### src/rtl/multi_lane_calc_pipe.sv
// multi_lane_calc_pipe: LANES-wide two-stage valid/ready ALU pipeline with per-lane accumulators
module multi_lane_calc_pipe #(
  parameter int W     = 3,
  parameter int LANES = 3,
  parameter int CW    = 8
) (
  input  logic               clk,
  input  logic               rst,
  input  logic               in_valid,
  output logic               in_ready,
  input  logic [LANES*W-1:0] in_a,
  input  logic [LANES*W-1:0] in_b,
  input  logic [LANES*3-1:0] in_op,
  output logic               out_valid,
  input  logic               out_ready,
  output logic [LANES*W-1:0] out_res,
  output logic [LANES-1:0]   out_flag,
  output logic [CW-1:0]      txn_cnt
);
  logic s1_valid_q, s2_valid_q, ready_s1, ready_s2, accept, advance;
  logic [LANES*W-1:0] a_q, b_q;
  logic [LANES*3-1:0] op_q;
  logic [CW-1:0] cnt_q;
  assign ready_s2  = !s2_valid_q | out_ready;
  assign ready_s1  = !s1_valid_q | ready_s2;
  assign in_ready  = ready_s1;
  assign accept    = in_valid & ready_s1;
  assign advance   = s1_valid_q & ready_s2;
  assign out_valid = s2_valid_q;
  assign txn_cnt   = cnt_q;
  always_ff @(posedge clk) begin
    if (rst) begin
      s1_valid_q <= 1'b0;
      s2_valid_q <= 1'b0;
      cnt_q      <= '0;
      a_q        <= '0;
      b_q        <= '0;
      op_q       <= '0;
    end else begin
      if (ready_s1) s1_valid_q <= in_valid;
      if (ready_s2) s2_valid_q <= s1_valid_q;
      if (accept) begin
        a_q   <= in_a;
        b_q   <= in_b;
        op_q  <= in_op;
        cnt_q <= cnt_q + CW'(1);
      end
    end
  end
  for (genvar i = 0; i < LANES; i++) begin : g_lane
    logic [W-1:0] a, b, acc_q, res_q, res_d;
    logic [2:0] op;
    logic flag_q, flag_d;
    logic [W:0] sum, dif, accs;
    logic [2*W-1:0] prod;
    assign a    = a_q[i*W +: W];
    assign b    = b_q[i*W +: W];
    assign op   = op_q[i*3 +: 3];
    assign sum  = {1'b0, a} + {1'b0, b};
    assign dif  = {1'b0, a} - {1'b0, b};
    assign accs = {1'b0, acc_q} + {1'b0, a};
    assign prod = {{W{1'b0}}, a} * {{W{1'b0}}, b};
    always_comb begin
      res_d  = sum[W-1:0];
      flag_d = 1'b0;
      case (op)
        3'd0: flag_d = sum[W];
        3'd1: begin res_d = dif[W-1:0]; flag_d = dif[W]; end
        3'd2: res_d = a & b;
        3'd3: res_d = a | b;
        3'd4: res_d = a ^ b;
        3'd5: begin res_d = prod[W-1:0]; flag_d = |prod[2*W-1:W]; end
        3'd6: res_d = a;
        default: begin res_d = accs[W-1:0]; flag_d = accs[W]; end
      endcase
    end
    // acc lives in the compute stage, so it only moves when a bundle leaves S1
    always_ff @(posedge clk) begin
      if (rst) begin
        res_q  <= '0;
        flag_q <= 1'b0;
        acc_q  <= '0;
      end else if (advance) begin
        res_q  <= res_d;
        flag_q <= flag_d;
        if (op[2:1] == 2'b11) acc_q <= op[0] ? accs[W-1:0] : a;
      end
    end
    assign out_res[i*W +: W] = res_q;
    assign out_flag[i]       = flag_q;
  end
endmodule

### config.mk
export PLATFORM = sky130hd
export DESIGN_NAME = multi_lane_calc_pipe
export DESIGN_NICKNAME = d
export VERILOG_FILES = /design/src/rtl/multi_lane_calc_pipe.sv
export SDC_FILE = /design/constraint.sdc
export NUM_CORES = 1
export LEC_CHECK = 0
export ABC_AREA = 1
export BUFFER_PORTS_ARGS = -buffer_cell sky130_fd_sc_hd__buf_2
export CAP_MARGIN = 20
export CORE_MARGIN = 4
export CORE_UTILIZATION = 59
export DETAILED_ROUTE_END_ITERATION = 10
export HOLD_SLACK_MARGIN = 0.12
export PLACE_DENSITY = 0.89
export SYNTH_ARGS = -nofsm -noshare
export SYNTH_HDL_FRONTEND = slang
export SYNTH_SLANG_ARGS = --single-unit
### constraint.sdc
create_clock -name clk -period 2.87 [get_ports clk]
set_input_delay 0.574 -clock clk [delete_from_list [all_inputs] [get_ports clk]]
set_output_delay 0.574 -clock clk [all_outputs]
set_load 0.02 [all_outputs]
==> results.py <==
metrics = {
    "worst_setup_path": {
        "end_kind": "flip-flop",
        "r2r_start": "a_q[7]",
        "critPathLaunch": "a_q[7]",
        "worst_ep_arrival_time_ns": 2.70,
        "critPathRequiredTime_ns": 3.10,
        "cp-start-kind": "flip-flop",
        "criticalPathCategory": "flip-flop to flip-flop",
        "cp_max_fo": 7,
    },
    "timing": {
        "max_freq_ghz": 0.406,
        "relSlewSlack_pct": 71.0,
        "fin_skew_ns": 0.00596,
        "hold_viol": 0,
        "rsz0062_at_grt": "no",
        "fin_setup_tns_ns": 0,
        "min_period_ns": 2.47,
        "post-route-period-util_pct": 85.9,
        "drv_slew": 0,
        "worst_pin_slew_ns": 0.435,
        "setup_violations": 0,
    },
    "routing": {
        "route.detailed.drc": 0,
        "firstDrtPassIters": 7,
        "drtIter0Drc": 341,
        "drt-wirelength-per-cell_um": 14.2,
        "routed_wirelength_um": 11100,
        "vias": 4333,
        "final_antenna_net_count": 0,
        "vias_per_cell": 5.53,
    },
    "global_routing": {
        "antenna_found_initial": 0,
        "grt_pass1_wl_um": 18200,
        "grt_pass1_vias": 4068,
        "grt_overflow_total": 0,
        "grt_use_total_pct": 25.7,
        "grt_max_degree": 33,
    },
    "run": {
        "drv_cap": 0,
    },
    "power": {
        "seq_power_share_pct": 40.2,
        "swShare_pct": 30.6,
        "pwr-share-comb_pct": 19.6,
        "power.density_mw_per_mm2": 455,
        "vdd_drop_max_v": 0.000264,
        "switching_power_w": 0.000694,
        "clockPowerShare_pct": 40.2,
        "power.leakage_nw": 2.52,
        "power.internal_w": 0.00157,
    },
    "logic_synthesis": {
        "ys.flop_type": "dfxtp_1",
        "seq_area_frac_synth_pct": 26.1,
        "async_flop_share_pct": 0,
        "synth_area_mm2": 0.00445,
        "synth_cells": 632,
        "yosysTopAreaCell": "dfxtp_1",
        "synth_most_common_cell": "nand2_1",
        "synth_area_leaders": "dfxtp_1, ha_1, nand2_1",
        "ys_top_cells_by_count": "nand2_1, inv_1, nor2_1, dfxtp_1, a21oi_1",
        "syn-num-nets": 730,
        "synth_top_cell_area_share_pct": 26.1,
        "synth_edf_count": 0,
        "ys_types": 39,
        "ys_seq_elements": 58,
        "avgSynthCellArea_um2": 7.04,
        "yosys_warnings": 0,
    },
    "finish": {
        "antenna_cells": 0,
        "final_layout_size_suffix_gt1_share_pct": 14.2,
        "syn2layout_area_growth_pct": 11.8,
        "nNetsFinal": 777,
        "instances_no_fill": 783,
        "seqCellArea_mm2": 0.00116,
        "multiInputGateArea_mm2": 0.00276,
        "fill_cells": 648,
    },
    "die": {
        "rows": 31,
        "die_w_um": 94.8,
        "ioPinCount": 53,
        "initial_core_util_pct": 61.0,
        "dieArea_mm2": 0.00899,
        "die_y_um": 94.8,
        "core_mm2": 0.00729,
    },
    "cts": {
        "tritoncts": "done",
        "clock-root-buffer": "clkbuf_8",
        "cts_resized": 0,
        "htreeDepth": 3,
        "clk_pin_slew_ns": 0.07,
        "hold_buffers": 0,
        "cts_buffer_depth": 2,
        "post_cts.repair.setup_buffers": 0,
        "clock_latency_ns": 0.35,
        "cts-buffers-inserted": 9,
        "clock-sinks": 58,
    },
    "placement": {
        "dpl.hpwl_um": 8340,
        "numPortBuffers": 52,
        "place.gp.congestion": 0.992,
        "dp_cells": 767,
    },
    "min_path": {
        "min-delay-start": "g_lane[1].res_q[0]",
        "min_path_type": "flip-flop to flip-flop",
    },
    "status": {
        "status": "completed",
    },
}
[sequential cells by signal, summed over array words and instances (netlist names)]
| signal | flops |
|---|---|
| op_q | 9 |
| g_lane.flag_q | 3 |
| a_q | 9 |
| s1_valid_q | 1 |
| out_valid | 1 |
| b_q | 9 |
| g_lane.acc_q | 9 |
| g_lane.res_q | 9 |
| txn_cnt | 8 |
[placed cells by master (no fill, tap or decap), types with 4 or more instances in the layout]
cell / synthesis / layout
a21oi_1: 57 / 57
a31oi_1: 6 / 6
buf_2: 7 / 52
clkbuf_8: 0 / 12
dfxtp_1: 58 / 58
fa_1: 15 / 15
ha_1: 52 / 52
inv_1: 98 / 98
inv_2: 9 / 9
nand2_1: 111 / 111
nand2_2: 4 / 4
nand3_1: 43 / 43
nor2_1: 67 / 67
nor3_1: 5 / 5
o21ai_0: 53 / 53
xnor2_1: 5 / 5
[power by group through the flow]
stage          combinational (W)  clock (W)  sequential (W)
2_1_floorplan           0.000312          0        0.000923
5_1_grt                 0.000498   0.000956        0.000918
6_report                0.000445   0.000910        0.000911
4_1_cts                 0.000439   0.000920        0.000909
3_3_place_gp            0.000419          0        0.000922
3_5_place_dp            0.000433          0        0.000926
[per-stage QoR]
step | setup WS (ns) | utilization, % | power [W] | cell area [um2] | hold WS (ns)
floorplan | 0.600 | - | 0.00123 | 4450 | 0.445
global placement | 0.532 | 64.9 | 0.00134 | 4740 | 0.450
detailed placement | 0.425 | 64.9 | 0.00136 | 4740 | 0.453
CTS | 0.396 | 68.2 | 0.00227 | 4970 | 0.464
global route | 0.258 | 68.2 | 0.00237 | 4970 | 0.479
finish | 0.404 | 68.2 | 0.00227 | 4970 | 0.463
[worst max-delay path, cell delays in order (launching register included)]
cell      delay (ns)
dfxtp_1         0.47
ha_1            0.28
fa_1            0.44
ha_1            0.24
fa_1            0.43
inv_1           0.06
nand2_1         0.04
nor2_1          0.10
a21oi_1         0.07
o21bai_1        0.14
a21oi_1         0.07
[routing by layer]
layer / global-route usage, % / routed length (um)
met1: 31.7 / 4450
met2: 43.6 / 5420
met3: 4.94 / 872
met4: 11.2 / 352
met5: 0 / 0
[cell type report]
cell class / count / area share [%]
sequential: 58 / 23.3
timing repair buffer: 55 / 5.69
inverter: 108 / 8.20
clock buffer: 12 / 3.32
tap: 99 / 2.49
multi-input combinational: 447 / 55.5
clock inverter: 4 / 1.46
[final timing paths]
path	to	slack, ns	depth (start not counted)
setup / recovery	g_lane[2].flag_q	0.40	10
hold / removal	g_lane[1].res_q[0]	0.46	2
setup reg to reg	g_lane[2].flag_q	0.40	10
hold reg to reg	g_lane[1].res_q[0]	0.46	2
[cells by family (layout without fill, tap and decap cells)]
family,after synthesis,count (layout),synth area share [%]
XOR/XNOR,7,7,1.38
AND/OR/NAND/NOR,244,244,23.7
adder cells (fa/ha/maj),67,67,21.4
AO/OA/AOI/OAI,129,129,15.6
flip-flops,58,58,26.1
buffers and inverters,127,179,11.8
Note: power is estimated with default switching activity, not from simulation.
